$ cat config.mk
export PLATFORM = sky130hd
export DESIGN_NAME = mips_ctr_unit_flat
export DESIGN_NICKNAME = d
export VERILOG_FILES = /design/src/rtl/mips_ctr_unit_if.sv /design/src/rtl/mips_ctr_unit.sv /design/src/flat_wrapper.sv
export SDC_FILE = /design/constraint.sdc
export NUM_CORES = 1
export LEC_CHECK = 0
export CORE_MARGIN = 5
export CORE_UTILIZATION = 39
export DETAILED_ROUTE_END_ITERATION = 10
export PLACE_DENSITY = 0.91
export SYNTH_ARGS = -nofsm -noshare
export SYNTH_HDL_FRONTEND = slang
export SYNTH_SLANG_ARGS = --single-unit
$ cat constraint.sdc
create_clock -name clk -period 4.4 [get_ports clk]
set_input_delay 0.88 -clock clk [delete_from_list [all_inputs] [get_ports clk]]
set_output_delay 0.88 -clock clk [all_outputs]
set_load 0.03 [all_outputs]
$ cat src/rtl/mips_ctr_unit_if.sv
// Decode bundle between the instruction source and the MIPS control decoder.
// The master drives op/func; the slave returns control signals and the halted flag.
interface mips_ctr_unit_if;
   logic [5:0] op;
   logic [5:0] func;
   logic       memread;
   logic       memwrite;
   logic       alusrc;
   logic       memtoreg;
   logic       regdst;
   logic       regwrite;
   logic       jump;
   logic       branch;
   logic       bneorbeq;
   logic       isjal;
   logic       zeroextend;
   logic       readrs;
   logic       readrt;
   logic       issyscall;
   logic       isjr;
   logic       isshamt;
   logic       iscop0;
   logic [3:0] aluop;
   logic       halted;

   modport master (
      output op, func,
      input  memread, memwrite, alusrc, memtoreg, regdst, regwrite, jump, branch,
             bneorbeq, isjal, zeroextend, readrs, readrt, issyscall, isjr, isshamt,
             iscop0, aluop, halted
   );

   modport slave (
      input  op, func,
      output memread, memwrite, alusrc, memtoreg, regdst, regwrite, jump, branch,
             bneorbeq, isjal, zeroextend, readrs, readrt, issyscall, isjr, isshamt,
             iscop0, aluop, halted
   );
endinterface

$ cat src/rtl/mips_ctr_unit.sv
// Single-cycle MIPS main decoder: op/func -> datapath controls, zero-cycle combinational.
// No backpressure; only the sticky halted flag is registered (set by a retiring SYSCALL).
module mips_ctr_unit (
   input logic            clk,
   input logic            rst_n,
   mips_ctr_unit_if.slave bus
);
   localparam logic [3:0] ALU_ADD  = 4'b0000;
   localparam logic [3:0] ALU_SUB  = 4'b0001;
   localparam logic [3:0] ALU_AND  = 4'b0010;
   localparam logic [3:0] ALU_OR   = 4'b0011;
   localparam logic [3:0] ALU_XOR  = 4'b0100;
   localparam logic [3:0] ALU_NOR  = 4'b0101;
   localparam logic [3:0] ALU_SLT  = 4'b0110;
   localparam logic [3:0] ALU_SLTU = 4'b0111;
   localparam logic [3:0] ALU_SLL  = 4'b1000;
   localparam logic [3:0] ALU_SRL  = 4'b1001;
   localparam logic [3:0] ALU_SRA  = 4'b1010;
   localparam logic [3:0] ALU_LUI  = 4'b1011;

   typedef struct packed {
      logic       memread;
      logic       memwrite;
      logic       alusrc;
      logic       memtoreg;
      logic       regdst;
      logic       regwrite;
      logic       jump;
      logic       branch;
      logic       bneorbeq;
      logic       isjal;
      logic       zeroextend;
      logic       readrs;
      logic       readrt;
      logic       issyscall;
      logic       isjr;
      logic       isshamt;
      logic       iscop0;
      logic [3:0] aluop;
   } ctrl_t;

   ctrl_t ctrl;
   logic  halted_d;
   logic  halted_q;

   always_comb begin
      ctrl = '0;
      case (bus.op)
         6'b000000: begin
            ctrl.regdst   = 1'b1;
            ctrl.regwrite = 1'b1;
            ctrl.readrs   = 1'b1;
            ctrl.readrt   = 1'b1;
            case (bus.func)
               6'b100000, 6'b100001: ctrl.aluop = ALU_ADD;
               6'b100010, 6'b100011: ctrl.aluop = ALU_SUB;
               6'b100100:            ctrl.aluop = ALU_AND;
               6'b100101:            ctrl.aluop = ALU_OR;
               6'b100110:            ctrl.aluop = ALU_XOR;
               6'b100111:            ctrl.aluop = ALU_NOR;
               6'b101010:            ctrl.aluop = ALU_SLT;
               6'b101011:            ctrl.aluop = ALU_SLTU;
               6'b000100:            ctrl.aluop = ALU_SLL;
               6'b000110:            ctrl.aluop = ALU_SRL;
               6'b000111:            ctrl.aluop = ALU_SRA;
               // Constant shifts take their amount from shamt, so rs is not a source.
               6'b000000, 6'b000010, 6'b000011: begin
                  ctrl.isshamt = 1'b1;
                  ctrl.readrs  = 1'b0;
                  ctrl.aluop   = (bus.func == 6'b000000) ? ALU_SLL :
                                 (bus.func == 6'b000010) ? ALU_SRL : ALU_SRA;
               end
               6'b001000: begin
                  ctrl        = '0;
                  ctrl.isjr   = 1'b1;
                  ctrl.readrs = 1'b1;
               end
               6'b001100: begin
                  ctrl           = '0;
                  ctrl.issyscall = 1'b1;
                  ctrl.readrs    = 1'b1;
                  ctrl.readrt    = 1'b1;
               end
               default: ctrl = '0;
            endcase
         end
         6'b001000, 6'b001001, 6'b001010, 6'b001011: begin
            ctrl.alusrc   = 1'b1;
            ctrl.regwrite = 1'b1;
            ctrl.readrs   = 1'b1;
            ctrl.aluop    = (bus.op == 6'b001010) ? ALU_SLT :
                            (bus.op == 6'b001011) ? ALU_SLTU : ALU_ADD;
         end
         6'b001100, 6'b001101, 6'b001110: begin
            ctrl.alusrc     = 1'b1;
            ctrl.regwrite   = 1'b1;
            ctrl.readrs     = 1'b1;
            ctrl.zeroextend = 1'b1;
            ctrl.aluop      = (bus.op == 6'b001100) ? ALU_AND :
                              (bus.op == 6'b001101) ? ALU_OR : ALU_XOR;
         end
         6'b001111: begin
            ctrl.alusrc     = 1'b1;
            ctrl.regwrite   = 1'b1;
            ctrl.zeroextend = 1'b1;
            ctrl.aluop      = ALU_LUI;
         end
         6'b100011: begin
            ctrl.memread  = 1'b1;
            ctrl.memtoreg = 1'b1;
            ctrl.alusrc   = 1'b1;
            ctrl.regwrite = 1'b1;
            ctrl.readrs   = 1'b1;
            ctrl.aluop    = ALU_ADD;
         end
         6'b101011: begin
            ctrl.memwrite = 1'b1;
            ctrl.alusrc   = 1'b1;
            ctrl.readrs   = 1'b1;
            ctrl.readrt   = 1'b1;
            ctrl.aluop    = ALU_ADD;
         end
         6'b000100, 6'b000101: begin
            ctrl.branch   = 1'b1;
            ctrl.readrs   = 1'b1;
            ctrl.readrt   = 1'b1;
            ctrl.bneorbeq = bus.op[0];
            ctrl.aluop    = ALU_SUB;
         end
         6'b000010: ctrl.jump = 1'b1;
         // JAL leaves regdst low; the datapath steers the write to $31.
         6'b000011: begin
            ctrl.jump     = 1'b1;
            ctrl.isjal    = 1'b1;
            ctrl.regwrite = 1'b1;
         end
         6'b010000: ctrl.iscop0 = 1'b1;
         default:   ctrl = '0;
      endcase
   end

   always_comb begin
      halted_d = halted_q | ctrl.issyscall;
   end

   always_ff @(posedge clk or negedge rst_n) begin
      if (!rst_n) begin
         halted_q <= 1'b0;
      end else begin
         halted_q <= halted_d;
      end
   end

   assign bus.memread    = ctrl.memread;
   assign bus.memwrite   = ctrl.memwrite;
   assign bus.alusrc     = ctrl.alusrc;
   assign bus.memtoreg   = ctrl.memtoreg;
   assign bus.regdst     = ctrl.regdst;
   assign bus.regwrite   = ctrl.regwrite;
   assign bus.jump       = ctrl.jump;
   assign bus.branch     = ctrl.branch;
   assign bus.bneorbeq   = ctrl.bneorbeq;
   assign bus.isjal      = ctrl.isjal;
   assign bus.zeroextend = ctrl.zeroextend;
   assign bus.readrs     = ctrl.readrs;
   assign bus.readrt     = ctrl.readrt;
   assign bus.issyscall  = ctrl.issyscall;
   assign bus.isjr       = ctrl.isjr;
   assign bus.isshamt    = ctrl.isshamt;
   assign bus.iscop0     = ctrl.iscop0;
   assign bus.aluop      = ctrl.aluop;
   assign bus.halted     = halted_q;
endmodule

$ cat src/flat_wrapper.sv
// flat-port wrapper written by rule: the top's interface ports become plain ports
module mips_ctr_unit_flat 
  (clk, rst_n, bus_op, bus_func, bus_memread, bus_memwrite, bus_alusrc, bus_memtoreg, bus_regdst, bus_regwrite, bus_jump, bus_branch, bus_bneorbeq, bus_isjal, bus_zeroextend, bus_readrs, bus_readrt, bus_issyscall, bus_isjr, bus_isshamt, bus_iscop0, bus_aluop, bus_halted);
  mips_ctr_unit_if bus_i ();
  input logic clk;
  input logic rst_n;
  input wire logic [$bits(bus_i.op)-1:0] bus_op;
  input wire logic [$bits(bus_i.func)-1:0] bus_func;
  output wire logic [$bits(bus_i.memread)-1:0] bus_memread;
  output wire logic [$bits(bus_i.memwrite)-1:0] bus_memwrite;
  output wire logic [$bits(bus_i.alusrc)-1:0] bus_alusrc;
  output wire logic [$bits(bus_i.memtoreg)-1:0] bus_memtoreg;
  output wire logic [$bits(bus_i.regdst)-1:0] bus_regdst;
  output wire logic [$bits(bus_i.regwrite)-1:0] bus_regwrite;
  output wire logic [$bits(bus_i.jump)-1:0] bus_jump;
  output wire logic [$bits(bus_i.branch)-1:0] bus_branch;
  output wire logic [$bits(bus_i.bneorbeq)-1:0] bus_bneorbeq;
  output wire logic [$bits(bus_i.isjal)-1:0] bus_isjal;
  output wire logic [$bits(bus_i.zeroextend)-1:0] bus_zeroextend;
  output wire logic [$bits(bus_i.readrs)-1:0] bus_readrs;
  output wire logic [$bits(bus_i.readrt)-1:0] bus_readrt;
  output wire logic [$bits(bus_i.issyscall)-1:0] bus_issyscall;
  output wire logic [$bits(bus_i.isjr)-1:0] bus_isjr;
  output wire logic [$bits(bus_i.isshamt)-1:0] bus_isshamt;
  output wire logic [$bits(bus_i.iscop0)-1:0] bus_iscop0;
  output wire logic [$bits(bus_i.aluop)-1:0] bus_aluop;
  output wire logic [$bits(bus_i.halted)-1:0] bus_halted;
  assign bus_i.op = bus_op;
  assign bus_i.func = bus_func;
  assign bus_memread = bus_i.memread;
  assign bus_memwrite = bus_i.memwrite;
  assign bus_alusrc = bus_i.alusrc;
  assign bus_memtoreg = bus_i.memtoreg;
  assign bus_regdst = bus_i.regdst;
  assign bus_regwrite = bus_i.regwrite;
  assign bus_jump = bus_i.jump;
  assign bus_branch = bus_i.branch;
  assign bus_bneorbeq = bus_i.bneorbeq;
  assign bus_isjal = bus_i.isjal;
  assign bus_zeroextend = bus_i.zeroextend;
  assign bus_readrs = bus_i.readrs;
  assign bus_readrt = bus_i.readrt;
  assign bus_issyscall = bus_i.issyscall;
  assign bus_isjr = bus_i.isjr;
  assign bus_isshamt = bus_i.isshamt;
  assign bus_iscop0 = bus_i.iscop0;
  assign bus_aluop = bus_i.aluop;
  assign bus_halted = bus_i.halted;
  mips_ctr_unit u_core (.clk(clk), .rst_n(rst_n), .bus(bus_i));
endmodule
# After elaboration in Yosys (flattened, before gate mapping)
# Cells that the tools add are included.
# totals
register_bits	1
inputBits	14
output_inout_bits	22
wordCells	75
# classes
n_eq_ne	32
n_mux	26
bitwise	1
reduce_logical	15
# op_table
operator	n
$eq 6x6->1 const B	12
$eq 6x4->1 const B	10
$pmux 4 s11	1
$eq 6x3->1 const B	5
$eq 6x2->1 const B	4
$pmux 1 s2	10
$pmux 4 s5	1
$reduce_or 10->1	2
$reduce_or 16->1	1
$reduce_or 15->1	1
$logic_not 6->1	2
$mux 4	3
$reduce_or 11->1	1
$mux 3	3
$pmux 3 s3	1
$reduce_or 3->1	3
$reduce_or 4->1	2
$mux 7	1
$eq 6x5->1 const B	1
$reduce_or 2->1	3
$mux 1	4
$pmux 2 s2	1
$mux 2	1
$or 1x1->1	1

# Logic depth before layout (Yosys ltp)
# Gate-level depths: netlist of run 1.
# logic_depth
depth_word	5
ltp_mapped	5
depth_no_buf	4

# Worst setup path before layout of run 1
# No wires, ideal clock.
# synth_timing
kind	input to output
from	in bus_op[3]
to	out bus_bneorbeq
t_arrival_ns	2.572
required_time_ns	3.520
slack_ns	0.948
cell_stages	5
n_path_buf	1
path_cell_list	buf_2 > inv_1 > nand2_1 > nor4_1 > and2_1
# synth_between
elab_chain_cells	3
# synth_lines
item	line	source
start, declared	flat_wrapper.sv:7	input wire logic [$bits(bus_i.op)-1:0] bus_op;
$eq 6x3->1	mips_ctr_unit.sv:48	case (bus.op)
$reduce_or 2->1	-	
$pmux 2 s2 *	mips_ctr_unit.sv:48	
end, declared	flat_wrapper.sv:17	output wire logic [$bits(bus_i.bneorbeq)-1:0] bus_bneorbeq;
# Every way passes the cells marked *; elsewhere a longest branch is shown, timed or not.

# Worst setup path after layout of run 1
# layout_timing
from	in bus_op[0]
to	out bus_aluop[2]
# layout_between
elab_chain_cells	4
# layout_lines
item	line	source
$eq 6x4->1, on equally long branches	mips_ctr_unit.sv:48, mips_ctr_unit.sv:100, mips_ctr_unit.sv:92	
$mux 3, on equally long branches	mips_ctr_unit.sv:100, mips_ctr_unit.sv:92	
$mux 4, on equally long branches	mips_ctr_unit.sv:99, mips_ctr_unit.sv:91	
$pmux 4 s5 *	mips_ctr_unit.sv:48	
end, declared	flat_wrapper.sv:26	output wire logic [$bits(bus_i.aluop)-1:0] bus_aluop;
# Marks and branches as above.

==> impl_metrics.sql, run 1 <==
INSERT INTO impl_metrics (metric_group, metric, value, unit) VALUES
('global_routing', 'globalRoute.totalOverflow', '0', ''),
('floorplanning', 'die_area', '0.00237', 'mm^2'),
('yosys', 'postSynth.asyncResetShare', '100', '%'),
('clock_tree', 'clock_latency', '0', 'ns'),
('routing', 'first_iter_violations', '52', ''),
('routing', 'detailroute.via_count', '828', ''),
('power', 'static-leakage-power', '0.348', 'nW'),
('yosys', 'netlist-cell-type-count', '41', ''),
('global_routing', 'maximum_number_of_pins_on_one_net_before_global_route_repair', '14', ''),
('yosys', 'synth-edff-count', '0', ''),
('layout', 'largest_register_ffs', '1', ''),
('floorplanning', 'rows', '14', ''),
('clock_tree', 'post_cts.repair.setup_buffers', '0', ''),
('routing', 'final_antenna_net_count', '0', ''),
('run', 'max_cap_viol_count', '0', ''),
('yosys', 'post_synth_main_area_contributors', 'sky130_fd_sc_hd__nor2_1 7.1%, sky130_fd_sc_hd__o21ai_0 5.1%, sky130_fd_sc_hd__nand2_1 4.5%, sky130_fd_sc_hd__and3_1 4.3%, sky130_fd_sc_hd__dfrtp_1 4.3%', ''),
('worst_setup_path', 'worst-path-max-fanout', '10', ''),
('sta', 'drv_slew', '0', ''),
('sta', 'slew_headroom', '75.2', '%'),
('place', 'gp_congestion', '0.784', ''),
('worst_setup_path', 'critPathMaxStageDelay', '0.71', 'ns'),
('global_routing', 'grt_antenna_before_repair', '0', ''),
('power', 'power_density', '85.9', 'mW/mm^2'),
('layout', 'syn2layout_area_growth', '60.0', '%'),
('floorplanning', 'initial_standard_cell_utilization_of_the_core', '39.7', '%'),
('layout', 'share_of_cells_above_drive_strength_1', '9.60', '%'),
('routing', 'drt_drc_violations_left', '0', ''),
('layout', 'diodes', '0', ''),
('routing', 'totalWireLength', '1.91', 'mm'),
('worst_setup_path', 'worst-endpoint-required', '3.52', 'ns'),
('routing', 'via_density_per_instance', '5.87', ''),
('global_routing', 'grt.total_usage', '15.7', '%'),
('routing', 'avgRoutedWirePerCell', '13.5', 'um'),
('yosys', 'dominantRegCellSynth', 'sky130_fd_sc_hd__dfrtp_1', ''),
('worst_hold_path', 'hold_class', 'flop to flop', ''),
('yosys', 'synth_top_area_share', '7.07', '%'),
('yosys', 'number_of_synthesis_warnings', '0', ''),
('yosys', 'netlist_instances', '96', ''),
('layout', 'post-route-util', '63.5', '%'),
('sta', 'period_utilisation_layout', '91.5', '%'),
('place', 'place.detailed.hpwl', '1.53', 'mm'),
('floorplanning', 'fp.coreArea', '0.00147', 'mm^2'),
('worst_setup_path', 'ff2ff_path_depth', '1', ''),
('sta', 'setup_viol', '0', ''),
('sta', 'fmaxAchievable', '0.248', 'GHz'),
('worst_setup_path', 'worst-path-buf-inv', '2', ''),
('floorplanning', 'die-height', '48.7', 'um'),
('place', 'buffer_ports.inserted', '35', ''),
('sta', 'tns', '0', 'ns'),
('worst_setup_path', 'timing.critical_path.mode_cell', 'sky130_fd_sc_hd__clkdlybuf4s50_1', ''),
('yosys', 'yosys-top-cells-count', '11 x sky130_fd_sc_hd__nor2_1, 7 x sky130_fd_sc_hd__nand2_1, 6 x sky130_fd_sc_hd__inv_1, 6 x sky130_fd_sc_hd__o21ai_0, 5 x sky130_fd_sc_hd__clkbuf_1', ''),
('place', 'placement.cell_area', '935', 'um^2'),
('yosys', 'post-synth-top-count-cell', 'sky130_fd_sc_hd__nor2_1', ''),
('worst_setup_path', 'worstPathCellList', 'clkdlybuf4s50_1, or3_4, nor3_4, nand4_1, a21boi_0, clkdlybuf4s50_1', ''),
('layout', 'finalInstanceArea', '935', 'um^2'),
('sta', 'clock_skew', '0', 'ns'),
('yosys', 'synth_largest_area_cell', 'sky130_fd_sc_hd__nor2_1', ''),
('worst_hold_path', 'worstHoldPathCells', '1', ''),
('routing', 'detail_route.first_pass.iterations', '4', ''),
('yosys', 'syn_area', '584', 'um^2'),
('worst_setup_path', 'critical_path.endpoint_type', 'output pin', ''),
('clock_tree', 'post_cts_resized', '0', ''),
('worst_setup_path', 'critical_path_arrival', '3.14', 'ns'),
('layout', 'final_net_count', '141', ''),
('outcome', 'outcome', 'finished clean', ''),
('worst_setup_path', 'worstSetupPathDepth', '6', ''),
('floorplanning', 'design.portCount', '36', ''),
('clock_tree', 'cts.reportedPaths.clkPinSlew', '0', 'ns'),
('global_routing', 'global_route_wire_length_before_repair', '3.27', 'mm'),
('yosys', 'syn-num-nets', '110', ''),
('worst_setup_path', 'path_class', 'input port to output pin', '');
==> cells by family (layout without fill, tap and decap cells) <==
family                 after synthesis  after routing  synth area share [%]
AO/OA/AOI/OAI                       27             27                  30.2
flip-flops                           1              1                  4.28
XOR/XNOR                             1              1                  1.50
buffers and inverters               17             46                  13.7
AND/OR/NAND/NOR                     50             50                  50.3
==> path summary, 6_finish.rpt <==
path,start,end,slack [ns]
min in group asynchronous,rst_n,u_core.bus.halted,1.03
hold / removal,u_core.bus.halted,u_core.bus.halted,0.45
setup reg to reg,u_core.bus.halted,u_core.bus.halted,3.71
max in group asynchronous,rst_n,u_core.bus.halted,3.27
setup / recovery,bus_op[0],bus_aluop[2],0.38
hold reg to reg,u_core.bus.halted,u_core.bus.halted,0.45
==> area by class of cell <==
type | count | area [um^2]
fillers | 121 | 537
well taps | 16 | 20.0
inverters | 6 | 22.5
repair buffers | 40 | 388
flip-flops and latches | 1 | 25.0
multi-input cells | 78 | 479
==> report_power, final <==
| part | total, mW | internal [mW] | leakage, nW | switching (mW) |
|---|---|---|---|---|
| Combinational | 0.0707 | 0.0313 | 0.334 | 0.0394 |
| Clock | 0 | 0 | 0 | 0 |
| Sequential | 0.00956 | 0.00950 | 0.0139 | 0.0000566 |
| Total | 0.0803 | 0.0408 | 0.348 | 0.0395 |
==> stage by stage <==
| step | setup WS (ns) | power (mW) | hold WS, ns | std cells |
|---|---|---|---|---|
| 2_1_floorplan | 0.948 | 0.0517 | 0.584 | 96 |
| 3_3_place_gp | 0.414 | 0.0780 | 0.450 | 141 |
| 3_5_place_dp | 0.376 | 0.0793 | 0.454 | 141 |
| 4_1_cts | 0.377 | 0.0797 | 0.454 | 141 |
| 5_1_grt | 0.216 | 0.0862 | 0.487 | 141 |
| 6_report | 0.375 | 0.0803 | 0.447 | 141 |
==> layer usage <==
layer  track usage [%]  wire length (um)
met5                 0                 0
met4              1.35                 0
met3              2.15               152
met2              28.5               961
met1              20.2               792
==> cell usage in the layout, fill, tap and decap left out, types with 2 or more instances in the layout <==
cell type / synthesis / routed
sky130_fd_sc_hd__nand2b_1: 3 / 3
sky130_fd_sc_hd__o211ai_1: 2 / 2
sky130_fd_sc_hd__nor2b_1: 2 / 2
sky130_fd_sc_hd__nand3_1: 3 / 3
sky130_fd_sc_hd__buf_4: 1 / 5
sky130_fd_sc_hd__a21boi_0: 2 / 2
sky130_fd_sc_hd__nand2_1: 7 / 7
sky130_fd_sc_hd__nor2_1: 11 / 11
sky130_fd_sc_hd__a31oi_1: 2 / 2
sky130_fd_sc_hd__o22ai_1: 4 / 4
sky130_fd_sc_hd__and2_1: 3 / 3
sky130_fd_sc_hd__and3_1: 4 / 4
sky130_fd_sc_hd__nor4_1: 3 / 3
sky130_fd_sc_hd__clkdlybuf4s50_1: 0 / 35
sky130_fd_sc_hd__o21ai_0: 6 / 6
sky130_fd_sc_hd__inv_1: 6 / 6
sky130_fd_sc_hd__nand4_1: 2 / 2
sky130_fd_sc_hd__a21oi_1: 4 / 4
Note: power is estimated with default switching activity, not from simulation.
==> inputs of run 2 (changes only) <==
Settings changed: CTS_BUF_LIST from default to sky130_fd_sc_hd__clkbuf_8 sky130_fd_sc_hd__clkbuf_16, GPL_ROUTABILITY_DRIVEN from default to 0, SLEW_MARGIN from default to 40.
==> results of run 2 <==
Final layout, timing and power as in run 1 (identical DEF).
==> inputs of run 3 (changes only) <==
Settings changed: PLACE_DENSITY 0.91 to 0.84.
==> impl_metrics.sql, run 3 (synthesis results as in run 1) <==
INSERT INTO impl_metrics (metric_group, metric, value, unit) VALUES
('outcome', 'outcome', 'finished clean', ''),
('power', 'static-leakage-power', '0.348', 'nW'),
('clock_tree', 'cts_hold_buf', '0', ''),
('worst_setup_path', 'critPathMaxStageDelay', '0.70', 'ns'),
('floorplanning', 'design.portCount', '36', ''),
('sta', 'slew_headroom', '72.9', '%'),
('floorplanning', 'die-height', '48.7', 'um'),
('power', 'worst_vdd_drop', '0.0000545', 'V'),
('layout', 'final_cell_mix', '35 x sky130_fd_sc_hd__clkdlybuf4s50_1, 11 x sky130_fd_sc_hd__nor2_1, 7 x sky130_fd_sc_hd__nand2_1', ''),
('floorplanning', 'fp.dieW', '48.7', 'um'),
('worst_setup_path', 'worst-endpoint-required', '3.52', 'ns'),
('sta', 'rsz0062_at_grt', 'no', ''),
('worst_setup_path', 'critical_path.endpoint_type', 'output pin', ''),
('sta', 'hold_ws', '0.467', 'ns'),
('worst_setup_path', 'slowest_stage', 'sky130_fd_sc_hd__clkdlybuf4s50_1', ''),
('power', 'total_power', '80.1', 'uW'),
('routing', 'totalWireLength', '1.92', 'mm'),
('place', 'placed_cells', '141', ''),
('sta', 'setup_viol', '0', ''),
('sta', 'period_needed', '4.02', 'ns'),
('run', 'max_cap_viol_count', '0', ''),
('routing', 'first_iter_violations', '14', ''),
('place', 'buffer_ports.inserted', '35', ''),
('clock_tree', 'clock_latency', '0', 'ns'),
('place', 'placement.cell_area', '935', 'um^2'),
('routing', 'final_antenna_net_count', '0', ''),
('layout', 'finalInstanceArea', '935', 'um^2'),
('routing', 'detail_route.first_pass.iterations', '4', ''),
('sta', 'fmaxAchievable', '0.249', 'GHz'),
('worst_setup_path', 'worst-path-max-fanout', '6', ''),
('routing', 'detailroute.via_count', '799', ''),
('sta', 'tns', '0', 'ns'),
('routing', 'drt_drc_violations_left', '0', ''),
('sta', 'worst_slew_pin_slew', '0.403', 'ns'),
('layout', 'num-fill-cells', '142', ''),
('power', 'power_density', '85.7', 'mW/mm^2'),
('sta', 'drv_slew', '0', ''),
('clock_tree', 'cts.reportedPaths.clkPinSlew', '0', 'ns'),
('sta', 'clock_skew', '0', 'ns'),
('layout', 'stdcell_count', '141', ''),
('global_routing', 'grt.total_usage', '14.8', '%'),
('floorplanning', 'initial_standard_cell_utilization_of_the_core', '39.7', '%'),
('floorplanning', 'die_area', '0.00237', 'mm^2'),
('layout', 'diodes', '0', ''),
('place', 'place.detailed.hpwl', '1.56', 'mm'),
('worst_setup_path', 'timing.critical_path.mode_cell', 'sky130_fd_sc_hd__clkdlybuf4s50_1', ''),
('worst_setup_path', 'critPathLaunchType', 'input port', ''),
('layout', 'syn2layout_area_growth', '60.0', '%'),
('worst_setup_path', 'critical_path_arrival', '3.14', 'ns'),
('global_routing', 'maximum_number_of_pins_on_one_net_before_global_route_repair', '16', ''),
('floorplanning', 'rows', '14', ''),
('worst_setup_path', 'path_class', 'input port to output pin', ''),
('worst_setup_path', 'worstPathCellList', 'clkdlybuf4s50_1, or4_4, nor2_2, o311ai_1, o22ai_1, clkdlybuf4s50_1', ''),
('global_routing', 'grt_antenna_before_repair', '0', ''),
('clock_tree', 'post_cts.repair.setup_buffers', '0', ''),
('worst_hold_path', 'hold_class', 'flop to flop', ''),
('sta', 'period_utilisation_layout', '91.3', '%'),
('global_routing', 'first_global_vias', '669', ''),
('layout', 'largest_register_ffs', '1', ''),
('layout', 'layout.cells.most_common', 'sky130_fd_sc_hd__clkdlybuf4s50_1', ''),
('clock_tree', 'post_cts_resized', '0', ''),
('layout', 'final_net_count', '141', ''),
('routing', 'via_density_per_instance', '5.67', ''),
('floorplanning', 'fp.coreArea', '0.00147', 'mm^2'),
('global_routing', 'global_route_wire_length_before_repair', '3.08', 'mm'),
('routing', 'avgRoutedWirePerCell', '13.6', 'um'),
('layout', 'share_of_cells_above_drive_strength_1', '9.60', '%'),
('global_routing', 'globalRoute.totalOverflow', '0', ''),
('sta', 'final-hold-violation-count', '0', '');
==> run 3: cell counts in the layout (fill, tap and decap cells not counted) <==
No cell type changed its count.
==> run 3: path summary, 6_finish.rpt <==
kind	slack, ns	end	depth (start not counted)	from
max	0.38	bus_aluop[1]	6	bus_op[2]
min	0.47	u_core.bus.halted	1	u_core.bus.halted
max reg2reg	3.69	u_core.bus.halted	1	u_core.bus.halted
min reg2reg	0.47	u_core.bus.halted	1	u_core.bus.halted
max in group asynchronous	3.27	u_core.bus.halted	1	rst_n
min in group asynchronous	1.03	u_core.bus.halted	1	rst_n
==> run 3: layout make-up <==
cell class | count | area, um^2 | area share (%)
multi-input combinational | 78 | 479 | 51.3
timing repair buffer | 40 | 388 | 41.5
sequential | 1 | 25.0 | 2.68
inverter | 6 | 22.5 | 2.41
tap | 16 | 20.0 | 2.14
==> run 3: critical path, delay by kind of cell <==
kind / cells / cell delay, ns
AND/OR/NAND/NOR: 2 / 0.72
buffers and inverters: 2 / 1.21
AO/OA/AOI/OAI: 2 / 0.33
==> run 3: layer usage <==
metal  up-vias  wire (um)  global-route usage (%)
li1        408          -                       -
met1       364        880                    21.7
met2        27        937                    24.8
met3         0        101                    1.23
met4         0          0                       0
met5         -          0                       0
==> run 3: power breakdown <==
part	total, mW	switching [mW]	internal (mW)
logic	0.0705	0.0392	0.0313
clock network	0	0	0
registers	0.00957	0.0000741	0.00950
total	0.0801	0.0393	0.0408
==> run 3: through the flow <==
step           setup slack (ns)  utilization [%]
4_1_cts                   0.398             63.5
5_1_grt                   0.251             63.5
3_3_place_gp              0.459             63.5
2_1_floorplan             0.948                -
6_report                  0.381             63.5
3_5_place_dp              0.421             63.5
